### src/rtl/ram_arb_pkg.sv
// Shared constants for the RAM port arbiter.
// Widths, RAM latency and bank-select helpers.
package ram_arb_pkg;

  localparam int DATA_WIDTH = 16;
  localparam int ADDR_WIDTH = 10;
  localparam int RAM_RD_LAT = 1;
  localparam int MAX_REQ    = 4;
  localparam int GNT_IDX_W  = 2;
  localparam int BANK_BIT   = ADDR_WIDTH - 1;

  function automatic int bank_bit(input int aw);
    return aw - 1;
  endfunction

endpackage

### src/rtl/ram_port_arbiter_if.sv
// Requester-side bundle of the RAM port arbiter.
// Requesters use master, the arbiter uses slave.
interface ram_port_arbiter_if #(
  parameter int NUM_REQ    = 2,
  parameter int DATA_WIDTH = 16,
  parameter int ADDR_WIDTH = 10
);

  logic [NUM_REQ-1:0]            req;
  logic [NUM_REQ-1:0]            req_we;
  logic [NUM_REQ*ADDR_WIDTH-1:0] req_addr;
  logic [NUM_REQ*DATA_WIDTH-1:0] req_wdata;
  logic [NUM_REQ-1:0]            gnt;
  logic [NUM_REQ-1:0]            rvalid;
  logic [DATA_WIDTH-1:0]         rdata;
  logic [NUM_REQ-1:0]            err;

  modport master (
    output req, req_we, req_addr, req_wdata,
    input  gnt, rvalid, rdata, err
  );

  modport slave (
    input  req, req_we, req_addr, req_wdata,
    output gnt, rvalid, rdata, err
  );

endinterface

### src/rtl/ram_port_arbiter_rr_pick.sv
// Combinational round-robin picker.
// Search starts one past the last granted index.
module rr_pick
  import ram_arb_pkg::*;
#(
  parameter int NUM_REQ = 2
) (
  input  logic [NUM_REQ-1:0]   elig,
  input  logic [GNT_IDX_W-1:0] last,
  output logic [NUM_REQ-1:0]   win,
  output logic [GNT_IDX_W-1:0] win_idx,
  output logic                 any
);

  always_comb begin
    win     = '0;
    win_idx = '0;
    any     = 1'b0;
    for (int k = 1; k <= NUM_REQ; k++) begin
      for (int i = 0; i < NUM_REQ; i++) begin
        if (!any && elig[i] &&
            ((int'(last) + k) % NUM_REQ) == i) begin
          win[i]  = 1'b1;
          win_idx = GNT_IDX_W'(i);
          any     = 1'b1;
        end
      end
    end
  end

endmodule

### src/rtl/ram_port_arbiter.sv
// Round-robin arbiter sharing one RAM port among requesters.
// Registered command stage, read tag stage, upper-bank blocking.
module ram_port_arbiter #(
  parameter int NUM_REQ    = 2,
  parameter int DATA_WIDTH = ram_arb_pkg::DATA_WIDTH,
  parameter int ADDR_WIDTH = ram_arb_pkg::ADDR_WIDTH,
  parameter bit BANK1_EN   = 1'b0
) (
  input  logic                  clk,
  input  logic                  rst_n,
  ram_port_arbiter_if.slave     bus,
  output logic [ADDR_WIDTH-1:0] ram_addr,
  output logic [DATA_WIDTH-1:0] ram_wdata,
  output logic                  ram_we,
  input  logic [DATA_WIDTH-1:0] ram_q
);

  import ram_arb_pkg::*;

  localparam int BB = bank_bit(ADDR_WIDTH);

  logic [NUM_REQ-1:0]    elig, win;
  logic [GNT_IDX_W-1:0]  win_idx;
  logic                  any;

  logic [ADDR_WIDTH-1:0] w_addr;
  logic [DATA_WIDTH-1:0] w_wdata;
  logic                  w_we, w_bad;

  logic [NUM_REQ-1:0]    gnt_q, gnt_d;
  logic [NUM_REQ-1:0]    err_q, err_d;
  logic [GNT_IDX_W-1:0]  last_q, last_d;
  logic [ADDR_WIDTH-1:0] addr_q, addr_d;
  logic [DATA_WIDTH-1:0] wdata_q, wdata_d;
  logic                  we_q, we_d;
  logic                  rd_q, rd_d;
  logic                  bad_q, bad_d;
  logic [NUM_REQ-1:0]    rv_q, rv_d;
  logic                  rv_bad_q, rv_bad_d;

  // A requester just granted must re-present before it can win again
  assign elig = bus.req & ~gnt_q;

  rr_pick #(
    .NUM_REQ (NUM_REQ)
  ) u_pick (
    .elig    (elig),
    .last    (last_q),
    .win     (win),
    .win_idx (win_idx),
    .any     (any)
  );

  always_comb begin
    w_addr  = '0;
    w_wdata = '0;
    w_we    = 1'b0;
    for (int i = 0; i < NUM_REQ; i++) begin
      if (win[i]) begin
        w_addr  = bus.req_addr[i*ADDR_WIDTH +: ADDR_WIDTH];
        w_wdata = bus.req_wdata[i*DATA_WIDTH +: DATA_WIDTH];
        w_we    = bus.req_we[i];
      end
    end
    w_bad = !BANK1_EN && w_addr[BB];
  end

  always_comb begin
    gnt_d    = win;
    err_d    = w_bad ? win : '0;
    last_d   = any ? win_idx : last_q;
    addr_d   = any ? w_addr : addr_q;
    wdata_d  = any ? w_wdata : wdata_q;
    we_d     = any && w_we && !w_bad;
    rd_d     = any && !w_we;
    bad_d    = any && w_bad;
    rv_d     = rd_q ? gnt_q : '0;
    rv_bad_d = bad_q;
  end

  always_ff @(posedge clk or negedge rst_n) begin
    if (!rst_n) begin
      gnt_q    <= '0;
      err_q    <= '0;
      last_q   <= GNT_IDX_W'(NUM_REQ - 1);
      addr_q   <= '0;
      wdata_q  <= '0;
      we_q     <= 1'b0;
      rd_q     <= 1'b0;
      bad_q    <= 1'b0;
      rv_q     <= '0;
      rv_bad_q <= 1'b0;
    end else begin
      gnt_q    <= gnt_d;
      err_q    <= err_d;
      last_q   <= last_d;
      addr_q   <= addr_d;
      wdata_q  <= wdata_d;
      we_q     <= we_d;
      rd_q     <= rd_d;
      bad_q    <= bad_d;
      rv_q     <= rv_d;
      rv_bad_q <= rv_bad_d;
    end
  end

  assign bus.gnt    = gnt_q;
  assign bus.err    = err_q;
  assign bus.rvalid = rv_q;
  assign bus.rdata  = (|rv_q && !rv_bad_q) ? ram_q : '0;
  assign ram_addr   = addr_q;
  assign ram_wdata  = wdata_q;
  assign ram_we     = we_q;

endmodule
### src/flat_wrapper.sv
// flat-port wrapper written by rule: the top's interface ports become plain ports
module ram_port_arbiter_flat import ram_arb_pkg::*;
#(
  parameter int NUM_REQ    = 2,
  parameter int DATA_WIDTH = ram_arb_pkg::DATA_WIDTH,
  parameter int ADDR_WIDTH = ram_arb_pkg::ADDR_WIDTH,
  parameter bit BANK1_EN   = 1'b0
)
  (clk, rst_n, ram_addr, ram_wdata, ram_we, ram_q, bus_req, bus_req_we, bus_req_addr, bus_req_wdata, bus_gnt, bus_rvalid, bus_rdata, bus_err);
  ram_port_arbiter_if #(.NUM_REQ(NUM_REQ), .DATA_WIDTH(DATA_WIDTH), .ADDR_WIDTH(ADDR_WIDTH)) bus_i ();
  input  logic clk;
  input  logic rst_n;
  output logic [ADDR_WIDTH-1:0] ram_addr;
  output logic [DATA_WIDTH-1:0] ram_wdata;
  output logic ram_we;
  input  logic [DATA_WIDTH-1:0] ram_q;
  input wire logic [$bits(bus_i.req)-1:0] bus_req;
  input wire logic [$bits(bus_i.req_we)-1:0] bus_req_we;
  input wire logic [$bits(bus_i.req_addr)-1:0] bus_req_addr;
  input wire logic [$bits(bus_i.req_wdata)-1:0] bus_req_wdata;
  output wire logic [$bits(bus_i.gnt)-1:0] bus_gnt;
  output wire logic [$bits(bus_i.rvalid)-1:0] bus_rvalid;
  output wire logic [$bits(bus_i.rdata)-1:0] bus_rdata;
  output wire logic [$bits(bus_i.err)-1:0] bus_err;
  assign bus_i.req = bus_req;
  assign bus_i.req_we = bus_req_we;
  assign bus_i.req_addr = bus_req_addr;
  assign bus_i.req_wdata = bus_req_wdata;
  assign bus_gnt = bus_i.gnt;
  assign bus_rvalid = bus_i.rvalid;
  assign bus_rdata = bus_i.rdata;
  assign bus_err = bus_i.err;
  ram_port_arbiter #(.NUM_REQ(NUM_REQ), .DATA_WIDTH(DATA_WIDTH), .ADDR_WIDTH(ADDR_WIDTH), .BANK1_EN(BANK1_EN)) u_core (.clk(clk), .rst_n(rst_n), .bus(bus_i), .ram_addr(ram_addr), .ram_wdata(ram_wdata), .ram_we(ram_we), .ram_q(ram_q));
endmodule
### config.mk
export PLATFORM = sky130hd
export DESIGN_NAME = ram_port_arbiter_flat
export DESIGN_NICKNAME = d
export VERILOG_FILES = /design/src/rtl/ram_arb_pkg.sv /design/src/rtl/ram_port_arbiter_if.sv /design/src/rtl/ram_port_arbiter_rr_pick.sv /design/src/rtl/ram_port_arbiter.sv /design/src/flat_wrapper.sv
export SDC_FILE = /design/constraint.sdc
export NUM_CORES = 1
export LEC_CHECK = 0
export ABC_AREA = 1
export ABC_CLOCK_PERIOD_IN_PS = 1600
export BUFFER_PORTS_ARGS = -buffer_cell sky130_fd_sc_hd__buf_2
export CAP_MARGIN = 20
export CORE_ASPECT_RATIO = 0.9
export CORE_MARGIN = 5
export CORE_UTILIZATION = 40
export CTS_CLUSTER_SIZE = 12
export DETAILED_ROUTE_END_ITERATION = 6
export PLACE_DENSITY = 0.89
export SYNTH_ARGS = -nofsm -noshare
export SYNTH_HDL_FRONTEND = slang
export SYNTH_SLANG_ARGS = --single-unit
export TNS_END_PERCENT = 20
### constraint.sdc
create_clock -name clk -period 1.6 [get_ports clk]
set_input_delay 0.24 -clock clk [delete_from_list [all_inputs] [get_ports clk]]
set_output_delay 0.24 -clock clk [all_outputs]
set_load 0.01 [all_outputs]
* Word level (Yosys, flattened, before mapping)
Index checks and enable logic that the tools add are counted.
Storage, ports and cells: register bits after elaboration 37, output and inout port bits 49, memory bits (writable) 0, memories 0, latch bits 0, logic and storage cells 58, memory bits (read-only) 0, input port bits 74
Operators by class: add/subtract/negate cells 2, muxes and demuxes 19, multipliers 0, divide/modulo/power cells 0, equal/unequal tests 2, bitwise operators 4, shift-type cells 0, reduce and logical (&&, ||, !) cells 21, magnitude comparators 0
Operators by type and width (count):
- 32-bit zero test | 2
- 16-bit 2-to-1 mux | 3
- 10-bit 2-to-1 mux | 2
- 1-bit logical AND | 12
- 1-bit 2-to-1 mux | 12
- 1-bit zero test | 6
- 2-bit equality test, second input constant | 2
- 2-bit 2-to-1 mux | 2
- 1-bit adder, second input constant | 2
- 1-bit AND, first input constant | 2
- 2-bit AND | 1
- 2-bit inverter | 1
- 2-bit OR reduction | 1

* Longest topological paths before layout
Gate-level depths: netlist of run 1.
depth after elaboration 20, depth in mapped cells 7, gate-level depth less buffers 7

* Cells and area by module
A second synthesis of run 1 with hierarchy kept.
Second synthesis, totals: cell total of the unflattened synthesis 233, area, all modules 1853.0 µm²
Modules (own cells, without submodules):
- ram_port_arbiter | instances 1, cells an instance 224, area an instance 1808.0 µm², sequential area each 952.2 µm²
- rr_pick | instances 1, cells an instance 9, area an instance 45.0 µm², sequential area each 0.0 µm²

* Least setup slack after synthesis of run 1
Ideal clock, no wire load.
path type register -> output, start point reg u_core.rv_q[1], in the netlist u_core.bus.rvalid[1], end point out bus_rdata[10], data arrival time 0.951 ns, path slack 0.409 ns, cell stages (with the launch flop) 4, data required time 1.360 ns, buffers on the path 1, path through dfrtp_1 -> o21bai_2 -> buf_2 -> nor2_1
On the way: word-level cells in the longest chain between the ends 3
Ends and longest elaborated chain:
- start: declaration | RTL line ram_port_arbiter.sv:38 | logic [NUM_REQ-1:0] rv_q, rv_d;
- start signal: assignment | RTL line ram_port_arbiter.sv:102 | rv_q <= rv_d;
- 2-bit OR reduction | RTL line ram_port_arbiter.sv:110 | assign bus.rdata = (|rv_q && !rv_bad_q) ? ram_q : '0;
- 1-bit logical AND | RTL line ram_port_arbiter.sv:110
- 16-bit 2-to-1 mux | RTL line ram_port_arbiter.sv:110
- end: declaration | RTL line flat_wrapper.sv:23 | output wire logic [$bits(bus_i.rdata)-1:0] bus_rdata;
No other way between the ends.

* Worst setup path after layout of run 1
start point reg u_core.rv_bad_q, end point out bus_rdata[12]
On the way: word-level cells in the longest chain between the ends 3
Ends and longest elaborated chain:
- start: declaration | RTL line ram_port_arbiter.sv:39 | logic rv_bad_q, rv_bad_d;
- start signal: assignment | RTL line ram_port_arbiter.sv:103 | rv_bad_q <= rv_bad_d;
- 1-bit zero test | RTL line ram_port_arbiter.sv:110
- 1-bit logical AND | RTL line ram_port_arbiter.sv:110
- 16-bit 2-to-1 mux | RTL line ram_port_arbiter.sv:110
No other way between the ends.

==> metrics.md, run 1 <==
| Metric | Value |
|---|---|
| Outcome | finished, final reports clean |
| Worst hold slack | ~0.16 ns |
| R2R Setup Slk | 0.33 ns |
| Final Core Density | between 60% and 70% |
| Worst hold path depth | 3 |
| Iter 0 DRT Violations | 91 |
| Synth warn | 0 |
| Net count reported at finish | 413 |
| Number of cell instances on the worst register-to-register path | 4 |
| Endpoints failing hold | 0 |
| Crit path required time | roughly 1.4 ns |
| Reported max-cap violation count | 0 |
| Ratio of cells with drive above 1 in the final layout | 42.65% |
| Fraction of registers with async set/reset | 100.0% |
| Maximum cell stage delay along the critical path | 0.36 ns |
| Synth Register Bits | 37 |
| TritonCTS buffer count | 5 |
| Placeable core region | between 0.004 and 0.005 mm2 |
| Synthesized instance count | 214 |
| Share of the synthesized area in the top cell type | 52.25% |
| Static leakage | 1.531 nW |
| Remaining routing DRC violations | 0 |
| Slew @ Worst Pin | 0.2929 ns |
| Detail Placement HPWL | around 3.6 mm |
| Data arrival time of the critical path | roughly 1.2 ns |
| Post-Synthesis Net Count | between 200 and 300 |
| Worst R2R Start | u_core.last_q[0] |
| I/O Pins | ~120 |
| # H-tree levels | 2 |
| Cell count after placement | around 380 |
| Minimum setup slack after placement | roughly 0.24 ns |
| Setup repair after global routing missed its margin | no |
| Peak supply drop | a little under 0.9 mV |
| Crit share post-route | 91.49% |
| Critical-path cell with the highest stage delay | dfrtp_1 |
| Clock transition at the registers of the reported paths | around 0.070 ns |
| Count of standard-cell rows | 22 |
| Sequential fraction of design power | between 30% and 40% |
| Summed negative setup slack over all endpoints | 0 ns |
| Class of the tightest hold or removal check | in2reg |
| Clock root buffer | clkbuf_8 |
| Post-layout power | around 3.7 mW |
| Cell taking the most area after synthesis | dfrtp_1 |
| Chip Width | around 79 um |
| Fraction of power spent switching nets | 36.38% |
| Vias in the first global route | ~1800 |
| Global routing usage on met1 | between 15 and 20% |
| Pins over their slew limit | 0 |
| Power per cell area | 1495 mW/mm2 |
| Routed length per instance | about 12 um |
| Sequential area share after synthesis | between 50 and 60% |
| Worst Hold Endpoint | u_core.ram_addr[6] |
| Cell count along the critical path | 4 |
| Maximum number of pins on one net before global-route repair | 38 |
| Global Route met3 Usage | roughly 7% |
| Synth cell count leaders | nand2_1 (84), dfrtp_1 (36), nand3_1 (28) |
| Category of the most critical setup path | reg2out |
| Switch Pwr | between 1 and 1.5 mW |
| Port Buffer Count | between 100 and 150 |
| Global-route layer with the greatest usage | met2 |
| Met2 capacity usage during global routing | between 30% and 40% |
| Grt ovf | 0 |
| Setup-failing EPs final | 0 |
| P_int | between 2 and 2.5 mW |
| Min setup slack post-route | ~0.14 ns |
| Wire length of the first global-routing pass | about 7.5 mm |
| Hold path start | bus_req_addr[16] |
| Crit path capture type | primary output |
| Max_slew headroom | about four fifths |
| Average cell area after synthesis | between 8 and 9 um2 |
| Part of the total power dissipated in the clock network | approximately 22% |
| Highest fanout seen on the critical path | 16 |
| Highest attainable clock frequency | slightly below 700 MHz |
| Synth Cell Area | approximately 0.0017 mm2 |
| Top flip-flop cell by instance count after synthesis | dfrtp_1 |
| Category of cells accounting for the largest share of critical-path delay | flip-flops |
| Layout Skew | slightly above 0.005 ns |
| DRT Pass-1 Iters | 4 |
| Launching element type of the critical path | register |
| Area of placed instances | ~0.0023 mm2 |
| Bufs on Longest Clock Path | 2 |
| Leading cell type by number of instances after synthesis | nand2_1 |
| Series of cell instances along the critical path | o21bai_4 > buf_12 > nor2_1 > buf_2 |
| Number of vias per cell | roughly 4.7 |
| Total global routing track utilization | between 10% and 20% |
| Final std cells w/o fill | just under 400 |
| Initial standard-cell utilization of the core | 41.76% |
| Sum of routed wire length over all layers | about 4.8 mm |
| Logic pwr share | a little under two fifths |
| FF-to-FF End | u_core.ram_wdata[4] |
| CTS tree | built |
| Distinct cells, synth | 18 |
| Buf+Inv Stages, Crit Path | 2 |
| Number of clock sinks | 37 |
| Post-route standard cell area excluding fillers | 0.002501 mm2 |
| Remaining number of nets flagged by the antenna check after routing | 0 |
| Die height | about 72 um |
| Time the final worst path needs with I/O delays and setup | approximately 1.5 ns |
| Total via count after detailed routing | 1806 |
| Global placement routability congestion | around 0.73 |
| Synthesis-to-layout area growth | 45.07% |
| Clk_lat worst skew | 0.28 ns |
| Count of flip-flops with a built-in enable after synthesis | 0 |
| Antenna diode count | 0 |
| Cell types with the largest area share after synthesis | dfrtp_1 (52%), nand2_1 (18%), nand3_1 (8.1%), inv_1 (5.4%), nor2_1 (4.1%) |
| Area enclosed by the die boundary | roughly 0.0057 mm2 |
| Initial antenna violation count | 0 |
| Filler Cells Inserted | between 300 and 400 |
==> how the worst max path moves through the flow <==
stage	from	endpoint	slack, ns
after floorplan	u_core.bus.rvalid[1]	bus_rdata[10]	0.41
after global placement	u_core.bus.rvalid[1]	bus_rdata[0]	0.30
after detailed placement	u_core.bus.rvalid[1]	bus_rdata[7]	0.24
after CTS	u_core.bus.rvalid[1]	bus_rdata[7]	0.07
after global routing	u_core.rv_bad_q	bus_rdata[13]	0.08
final	u_core.rv_bad_q	bus_rdata[12]	0.14
==> kinds of logic after synthesis <==
kind of cell | count (synthesis) | synth area share, %
AO/OA/AOI/OAI | 3 | 1.451
AND/OR/NAND/NOR | 139 | 34.47
buffers and inverters | 35 | 10.30
flip-flops | 37 | 53.77
==> sequential cells by signal (all words and copies together) (netlist names), 2 cells and up <==
register and cells:
u_core.ram_wdata 16, u_core.ram_addr 10, u_core.bus.err 2, u_core.bus.gnt 2, u_core.bus.rvalid 2
==> layer usage <==
metal / part of all wire [%] / vias to the layer above
met5: 0 / -
met4: 1.3 / 0
met3: 12 / 8
met2: 49 / 93
met1: 38 / 813
li1: - / 892
==> cells in the final DEF (no fill, tap or decap), types with 2 or more instances in the layout <==
| cell | synthesis | routed |
|---|---|---|
| buf_12 | 0 | 2 |
| buf_2 | 3 | 122 |
| clkbuf_8 | 0 | 6 |
| dfrtp_1 | 36 | 36 |
| inv_1 | 25 | 25 |
| inv_4 | 2 | 2 |
| nand2_1 | 84 | 84 |
| nand2_2 | 2 | 2 |
| nand2_4 | 2 | 2 |
| nand3_1 | 28 | 28 |
| nand3_2 | 2 | 2 |
| nor2_1 | 19 | 19 |
| nor2_2 | 2 | 2 |
==> tightest hold or removal path: cells and delay by family <==
| family | cells | cell delay [ns] |
|---|---|---|
| buf+inv | 1 | 0.07 |
| simple gates | 2 | 0.09 |
==> power groups by stage <==
stage / clock network, mW / logic [mW] / registers (mW)
after floorplan: 0 / 0.697 / 1.63
after global placement: 0 / 1.38 / 1.48
after detailed placement: 0 / 1.43 / 1.48
after CTS: 0.839 / 1.44 / 1.48
after global routing: 0.876 / 1.60 / 1.53
final: 0.819 / 1.44 / 1.48
==> area by class of cell <==
type | instances | area [um2] | share of cell area, %
Sequential cell | 37 | 927.1 | 37.07
Timing Repair Buffer | 125 | 660.6 | 26.41
Multi-Input combinational cell | 142 | 626.9 | 25.06
Inverter | 28 | 110.1 | 4.402
Clock buffer | 7 | 86.33 | 3.452
Tap cell | 48 | 60.06 | 2.401
Clock inverter | 1 | 30.03 | 1.201
==> timing repair <==
item                       CTS  global route
setup buffers                0             1
hold buffers                 1             0
gates resized for setup      1             0
pin swaps                    0             1
hold endpoints to repair    36             0
setup endpoints to repair   16            10
No activity file was read; power rests on OpenSTA's default activity.
==> run 2: changes to the inputs <==
--- a/config.mk
+++ b/config.mk
@@ -7,10 +7,9 @@
 export LEC_CHECK = 0
 export ABC_AREA = 1
 export ABC_CLOCK_PERIOD_IN_PS = 1600
-export BUFFER_PORTS_ARGS = -buffer_cell sky130_fd_sc_hd__buf_2
+export BUFFER_PORTS_ARGS = -buffer_cell sky130_fd_sc_hd__clkbuf_2
 export CAP_MARGIN = 20
 export CORE_ASPECT_RATIO = 0.9
-export CORE_MARGIN = 5
 export CORE_UTILIZATION = 40
 export CTS_CLUSTER_SIZE = 12
 export DETAILED_ROUTE_END_ITERATION = 6
==> metrics.md, run 2 (synthesized netlist as in run 1, its figures left out) <==
| Metric | Value |
|---|---|
| Total via count after detailed routing | 1771 (was 1806) |
| Cell count after placement | 378 (unchanged) |
| Number of clock sinks | 37 (unchanged) |
| Port Buffer Count | 122 (unchanged) |
| Pins over their slew limit | 0 (unchanged) |
| Hold path start | bus_req_wdata[16] (was bus_req_addr[16]) |
| Ratio of cells with drive above 1 in the final layout | 42.48% (was 42.65%) |
| Worst setup path start | u_core.bus.rvalid[1] (was u_core.rv_bad_q) |
| Summed negative setup slack over all endpoints | 0 ns (unchanged) |
| Initial antenna violation count | 0 (unchanged) |
| Data arrival time of the critical path | 1.23 ns (was 1.22 ns) |
| Power per cell area | 1483 mW/mm2 (was 1495 mW/mm2) |
| CTS tree | built (unchanged) |
| R2R Setup Slk | 0.33 ns (about the same) |
| Crit path capture type | primary output (unchanged) |
| Class of the tightest hold or removal check | in2reg (unchanged) |
| Highest fanout seen on the critical path | 16 (unchanged) |
| Area enclosed by the die boundary | 0.004577 mm2 (was 0.005725 mm2) |
| Setup-failing EPs final | 0 (unchanged) |
| Placeable core region | 0.004101 mm2 (was 0.004129 mm2) |
| Detail Placement HPWL | 3.144 mm (was 3.633 mm) |
| Initial standard-cell utilization of the core | 42.04% (was 41.76%) |
| Max_slew headroom | 67.93% (was 80.47%) |
| Routed length per instance | 10.63 um (was 12.32 um) |
| Iter 0 DRT Violations | 88 (was 91) |
| Remaining routing DRC violations | 11 (was 0) |
| Min setup slack post-route | 0.1253 ns (was 0.1362 ns) |
| Antenna diode count | 0 (unchanged) |
| Outcome | finished with violations (was finished, final reports clean) |
| Maximum number of pins on one net before global-route repair | 28 (was 38) |
| Category of cells accounting for the largest share of critical-path delay | flip-flops (unchanged) |
| I/O Pins | 123 (unchanged) |
| Final std cells w/o fill | 387 (was 388) |
| Category of the most critical setup path | reg2out (unchanged) |
| Number of vias per cell | 4.576 (was 4.655) |
| Static leakage | 1.522 nW (was 1.531 nW) |
| Clock root buffer | clkbuf_8 (unchanged) |
| Endpoints failing hold | 0 (unchanged) |
| Slew @ Worst Pin | 0.4810 ns (was 0.2929 ns) |
| Worst hold path depth | 3 (unchanged) |
| Critical-path cell with the highest stage delay | dfrtp_1 (unchanged) |
| TritonCTS buffer count | 5 (unchanged) |
| Post-layout power | 3.678 mW (was 3.739 mW) |
| Highest attainable clock frequency | 678.1 MHz (was 683.1 MHz) |
| Count of standard-cell rows | 22 (unchanged) |
| Setup repair after global routing missed its margin | no (unchanged) |
| Time the final worst path needs with I/O delays and setup | 1.475 ns (was 1.464 ns) |
| Buf+Inv Stages, Crit Path | 1 (was 2) |
| Vias in the first global route | 1585 (was 1794) |
| # H-tree levels | 2 (unchanged) |
| DRT Pass-1 Iters | 7 (was 4) |
| Maximum cell stage delay along the critical path | 0.40 ns (was 0.36 ns) |
| Number of cell instances on the worst register-to-register path | 5 (was 4) |
| Worst R2R Start | u_core.bus.gnt[0] (was u_core.last_q[0]) |
| Layout Skew | 0.004884 ns (was 0.005103 ns) |
| FF-to-FF End | u_core.ram_wdata[15] (was u_core.ram_wdata[4]) |
| Grt ovf | 0 (unchanged) |
| Leading cell types in the layout, fill and taps excluded | clkbuf_2 (122), nand2_1 (84), dfrtp_1 (36), nand3_1 (28), inv_1 (25) (was buf_2 (122), nand2_1 (84), dfrtp_1 (36), nand3_1 (28), inv_1 (25)) |
| Clk_lat worst skew | 0.27 ns (was 0.28 ns) |
| Crit share post-route | 92.17% (was 91.49%) |
| Worst Hold Endpoint | u_core.ram_wdata[0] (was u_core.ram_addr[6]) |
| Remaining number of nets flagged by the antenna check after routing | 0 (unchanged) |
| Minimum setup slack after placement | 0.2367 ns (was 0.2368 ns) |
| Bufs on Longest Clock Path | 2 (unchanged) |
| Synthesis-to-layout area growth | 43.90% (was 45.07%) |
| Chip Width | 71.21 um (was 79.21 um) |
| Failing checks | design-rule violations |
| Clock transition at the registers of the reported paths | 0.07 ns (about the same) |
| Worst hold slack | 0.1646 ns (was 0.1578 ns) |
| Crit path required time | 1.36 ns (about the same) |
| Wire length of the first global-routing pass | 6.810 mm (was 7.541 mm) |
| Launching element type of the critical path | register (unchanged) |
| Reported max-cap violation count | 0 (unchanged) |
| Die height | 64.29 um (was 72.29 um) |
| Filler Cells Inserted | 384 (was 369) |
| Net count reported at finish | 412 (was 413) |
| Sum of routed wire length over all layers | 4.114 mm (was 4.782 mm) |
| Peak supply drop | 0.8178 mV (was 0.8661 mV) |
| Leading cell type in the layout, fill and taps excluded | clkbuf_2 (was buf_2) |
| Series of cell instances along the critical path | o21bai_4 > nor2_1 > clkbuf_2 (was o21bai_4 > buf_12 > nor2_1 > buf_2) |
| Number of flip-flops in the largest register | 16 (unchanged) |
| Total global routing track utilization | 19.33% (was 16.60%) |
| Global placement routability congestion | 0.8325 (was 0.7282) |
run 2: worst max path at each step:
stage	cells past startpoint	endpoint	slack, ns
finish	3	bus_rdata[6]	0.13
global route	3	bus_rdata[6]	0.03
CTS	3	bus_rdata[6]	0.09
detailed placement	3	bus_rdata[6]	0.24
global placement	3	bus_rdata[12]	0.31
floorplan	3	bus_rdata[10]	0.41
run 2: worst reg2reg max path, cell delays in order (launching register included):
cell,delay [ns]
dfrtp_1,0.45
nor2_2,0.22
nand2_2,0.09
nand2_4,0.26
nand2_1,0.10
nand3_1,0.10
run 2: metrics by stage:
| stage | util (%) | area (um2) |
|---|---|---|
| 5_1_grt | 60.49 | 2481 |
| 3_3_place_gp | 57.23 | 2347 |
| 6_report | 60.49 | 2481 |
| 2_1_floorplan | - | 1724 |
| 3_5_place_dp | 57.23 | 2347 |
| 4_1_cts | 60.49 | 2481 |
run 2: where the power goes:
group | switching [mW] | internal (mW) | leakage, nW | total (mW)
sequential | 0.208 | 1.28 | 0.453 | 1.49
clock | 0.296 | 0.508 | 0.0585 | 0.803
combinational | 0.832 | 0.550 | 1.01 | 1.38
total | 1.34 | 2.34 | 1.52 | 3.68
run 2: per-layer routing:
metal	track usage, %	wire (um)
met4	5.250	8
met1	21.34	1713
met5	0	0
met2	36.67	2070
met3	4.574	322
run 2: repair_timing:
item	4_1_cts	5_1_grt
resized for setup	1	0
buffers inserted	0	0
hold buffers	1	0
endpoints found under the hold margin	17	0
endpoints found under the setup margin	16	0
run 2: area by class of cell:
class / count / area [um2] / area share (%)
clock buffers: 7 / 86.33 / 3.480
multi-input cells: 142 / 626.9 / 25.26
flip-flops and latches: 37 / 927.1 / 37.37
inverters: 28 / 110.1 / 4.438
clock inverters: 1 / 30.03 / 1.210
repair buffers: 124 / 640.6 / 25.82
well taps: 48 / 60.06 / 2.421
==> run 3: changes to the inputs <==
--- a/config.mk
+++ b/config.mk
@@ -5,15 +5,16 @@
 export SDC_FILE = /design/constraint.sdc
 export NUM_CORES = 1
 export LEC_CHECK = 0
-export ABC_AREA = 1
 export ABC_CLOCK_PERIOD_IN_PS = 1600
 export BUFFER_PORTS_ARGS = -buffer_cell sky130_fd_sc_hd__clkbuf_2
 export CAP_MARGIN = 20
+export CELL_PAD_IN_SITES_DETAIL_PLACEMENT = 1
+export CELL_PAD_IN_SITES_GLOBAL_PLACEMENT = 1
 export CORE_ASPECT_RATIO = 0.9
-export CORE_UTILIZATION = 40
+export CORE_UTILIZATION = 30
 export CTS_CLUSTER_SIZE = 12
 export DETAILED_ROUTE_END_ITERATION = 6
-export PLACE_DENSITY = 0.89
+export PLACE_DENSITY = 0.9
 export SYNTH_ARGS = -nofsm -noshare
 export SYNTH_HDL_FRONTEND = slang
 export SYNTH_SLANG_ARGS = --single-unit
==> metrics.md, run 3 <==
| Metric | Value |
|---|---|
| Outcome | finished, final reports clean (was finished with violations) |
| Number of cell instances on the worst register-to-register path | 3 (was 5) |
| Area of combinational cells with multiple inputs | 747.0 um2 (was 626.9 um2) |
| Critical-path cell with the highest stage delay | dfrtp_1 (unchanged) |
| Final std cells w/o fill | 335 (was 387) |
| Class of the tightest hold or removal check | in2reg (unchanged) |
| Maximum number of pins on one net before global-route repair | 38 (was 28) |
| Wire length of the first global-routing pass | 8.611 mm (was 6.810 mm) |
| Routed length per instance | 15.36 um (was 10.63 um) |
| Chip Width | 83.12 um (was 71.21 um) |
| Sum of routed wire length over all layers | 5.147 mm (was 4.114 mm) |
| Total via count after detailed routing | 1651 (was 1771) |
| Worst Hold Endpoint | u_core.bus.err[0] (was u_core.ram_wdata[0]) |
| Post-Synthesis Net Count | 215 (was 288) |
| Endpoints failing hold | 0 (unchanged) |
| Remaining routing DRC violations | 0 (was 11) |
| Distinct cells, synth | 25 (was 18) |
| Static leakage | 1.290 nW (was 1.522 nW) |
| Average cell area after synthesis | 12.60 um2 (was 8.057 um2) |
| Category of the most critical setup path | reg2out (unchanged) |
| Fraction of registers with async set/reset | 100.0% (unchanged) |
| Crit path capture type | primary output (unchanged) |
| Post-route standard cell area excluding fillers | 0.002547 mm2 (was 0.002481 mm2) |
| Initial antenna violation count | 0 (unchanged) |
| # H-tree levels | 2 (unchanged) |
| Leading cell type in the layout, fill and taps excluded | clkbuf_2 (unchanged) |
| Remaining number of nets flagged by the antenna check after routing | 0 (unchanged) |
| Cell count after placement | 326 (was 378) |
| Highest attainable clock frequency | 667.6 MHz (was 678.1 MHz) |
| Sequential area share after synthesis | 52.18% (was 53.77%) |
| Number of flip-flops in the largest register | 16 (unchanged) |
| Highest fanout seen on the critical path | 16 (unchanged) |
| Final Core Density | 44.75% (was 60.49%) |
| Global placement routability congestion | 0.7673 (was 0.8325) |
| CTS tree | built (unchanged) |
| Maximum cell stage delay along the critical path | 0.38 ns (was 0.40 ns) |
| Iter 0 DRT Violations | 36 (was 88) |
| Count of flip-flops with a built-in enable after synthesis | 0 (unchanged) |
| Post-layout power | 2.758 mW (was 3.678 mW) |
| Die height | 75.01 um (was 64.29 um) |
| Crit path required time | 1.36 ns (about the same) |
| I/O Pins | 123 (unchanged) |
| Grt ovf | 0 (unchanged) |
| Peak supply drop | 0.5477 mV (was 0.8178 mV) |
| Total global routing track utilization | 17.80% (was 19.33%) |
| TritonCTS buffer count | 5 (unchanged) |
| Max_slew headroom | 69.58% (was 67.93%) |
| FF+latch area | 927.1 um2 (unchanged) |
| Power per cell area | 1083 mW/mm2 (was 1483 mW/mm2) |
| Share of the synthesized area in the top cell type | 50.70% (was 52.25%) |
| Area of placed instances | 0.002440 mm2 (was 0.002347 mm2) |
| Placeable core region | 0.005693 mm2 (was 0.004101 mm2) |
| Clock transition at the registers of the reported paths | 0.07 ns (about the same) |
| Count of standard-cell rows | 26 (was 22) |
| Synthesis-to-layout area growth | 43.38% (was 43.90%) |
| Worst hold slack | 0.1987 ns (was 0.1646 ns) |
| Pins over their slew limit | 0 (unchanged) |
| DRT Pass-1 Iters | 4 (was 7) |
| Leading cell type by number of instances after synthesis | dfrtp_1 (was nand2_1) |
| Buf+Inv Stages, Crit Path | 1 (unchanged) |
| Filler Cells Inserted | 677 (was 384) |
| Worst hold path depth | 3 (unchanged) |
| Cell taking the most area after synthesis | dfrtp_1 (unchanged) |
| Launching element type of the critical path | register (unchanged) |
| Detail Placement HPWL | 3.946 mm (was 3.144 mm) |
| Reported max-cap violation count | 0 (unchanged) |
| Net count reported at finish | 338 (was 412) |
| Initial standard-cell utilization of the core | 31.21% (was 42.04%) |
| Time the final worst path needs with I/O delays and setup | 1.498 ns (was 1.475 ns) |
| Cell types with the largest area share after synthesis | dfrtp_1 (51%), o221a_2 (16%), or3_1 (8.8%), and2_1 (6.7%), buf_6 (4.4%) (was dfrtp_1 (52%), nand2_1 (18%), nand3_1 (8.1%), inv_1 (5.4%), nor2_1 (4.1%)) |
| Area enclosed by the die boundary | 0.006234 mm2 (was 0.004577 mm2) |
| Synthesized instance count | 141 (was 214) |
| Summed negative setup slack over all endpoints | 0 ns (unchanged) |
| Clk_lat worst skew | 0.29 ns (was 0.27 ns) |
| Bufs on Longest Clock Path | 2 (unchanged) |
| Setup-failing EPs final | 0 (unchanged) |
| Hold path start | bus_req_addr[9] (was bus_req_wdata[16]) |
| Vias in the first global route | 1803 (was 1585) |
| Layout Skew | 0.005309 ns (was 0.004884 ns) |
| Leading cell types in the layout, fill and taps excluded | clkbuf_2 (122), dfrtp_1 (36), or3_1 (25), o221a_2 (25), and2_1 (19) (was clkbuf_2 (122), nand2_1 (84), dfrtp_1 (36), nand3_1 (28), inv_1 (25)) |
| Min setup slack post-route | 0.1021 ns (was 0.1253 ns) |
| Antenna diode count | 0 (unchanged) |
| Minimum setup slack after placement | 0.07506 ns (was 0.2367 ns) |
| R2R Setup Slk | 0.13 ns (was 0.33 ns) |
| Crit share post-route | 93.62% (was 92.17%) |
| Number of clock sinks | 37 (unchanged) |
| Slew @ Worst Pin | 0.4564 ns (was 0.4810 ns) |
| Clock root buffer | clkbuf_8 (unchanged) |
| FF-to-FF End | u_core.ram_addr[9] (was u_core.ram_wdata[15]) |
| Data arrival time of the critical path | 1.26 ns (was 1.23 ns) |
| Synth cell count leaders | dfrtp_1 (36), o221a_2 (25), or3_1 (25) (was nand2_1 (84), dfrtp_1 (36), nand3_1 (28)) |
| Setup repair after global routing missed its margin | no (unchanged) |
| Category of cells accounting for the largest share of critical-path delay | simple AND/OR/NAND/NOR gates (was flip-flops) |
| Top flip-flop cell by instance count after synthesis | dfrtp_1 (unchanged) |
| Synth Register Bits | 37 (unchanged) |
| Post-CTS setup-driven buffer insertion count | 0 (unchanged) |
| Number of vias per cell | 4.928 (was 4.576) |
| Synth Cell Area | 0.001777 mm2 (was 0.001724 mm2) |
| Synth warn | 0 (unchanged) |
| Worst R2R Start | u_core.bus.gnt[1] (was u_core.bus.gnt[0]) |
| Port Buffer Count | 122 (unchanged) |
| Series of cell instances along the critical path | nor2_1 > nor2_4 > and2_1 > clkbuf_2 (was o21bai_4 > nor2_1 > clkbuf_2) |
| Ratio of cells with drive above 1 in the final layout | 62.64% (was 42.48%) |
==> run 3: cell types whose count changed in the layout (fill, tap and decap cells not counted), sizes merged, moves of 18 or more <==
cell,change
nand2,-84
or3,+25
nand3,-29
nor2,-18
and2,+19
inv,-26
o221a,+25
==> run 3: final cells by class <==
class	count	share of cell area, %
clock buffers	8	3.536
inverters	2	0.2947
multi-input cells	91	29.32
flip-flops and latches	37	36.39
well taps	70	3.438
repair buffers	127	27.01
==> run 3: kinds of logic (layout without fill, tap and decap cells) <==
logic type	after synthesis	count (layout)	share of synthesized area, %
AND/OR/NAND/NOR	62	62	22.89
buffers and inverters	13	137	6.197
AO/OA/AOI/OAI	28	28	18.10
multiplexers	1	1	0.6338
flip-flops	37	37	52.18
==> run 3: worst max path at each step <==
stage,slack (ns),start,end,cells past startpoint
after floorplan,0.28,u_core.bus.gnt[0],u_core.ram_addr[1],5
after global placement,0.17,u_core.bus.rvalid[0],bus_rdata[5],4
after detailed placement,0.08,u_core.bus.rvalid[1],bus_rdata[12],4
after CTS,0.08,u_core.bus.rvalid[1],bus_rdata[12],4
after global routing,0.01,u_core.bus.rvalid[0],bus_rdata[1],4
final,0.10,u_core.bus.rvalid[1],bus_rdata[12],4
==> run 3: metal layers <==
layer	share of wire [%]	global-route usage [%]	wire length (um)
met5	0	0	0
met4	1.6	6.897	80
met3	5.0	4.057	256
met2	51	32.06	2625
met1	42	21.21	2184
==> run 3: worst reg2reg max path, cell delays in order, from the launching register on <==
cell and delay [ns]:
dfrtp_1 0.46, nor3b_1 0.40, o2bb2ai_1 0.21, mux2_2 0.30
==> run 3: power by group <==
group          leakage [nW]  internal, mW  switching, mW  total [mW]
registers             0.430          1.11          0.107        1.22
logic                 0.815         0.451          0.425       0.876
clock network        0.0455         0.351          0.314       0.665
==> run 3: repair_timing <==
action / in CTS / in global routing
hold buffers: 1 / 0
endpoints found under the setup margin: 16 / 0
gates resized for setup: 2 / 0
endpoints found under the hold margin: 19 / 0
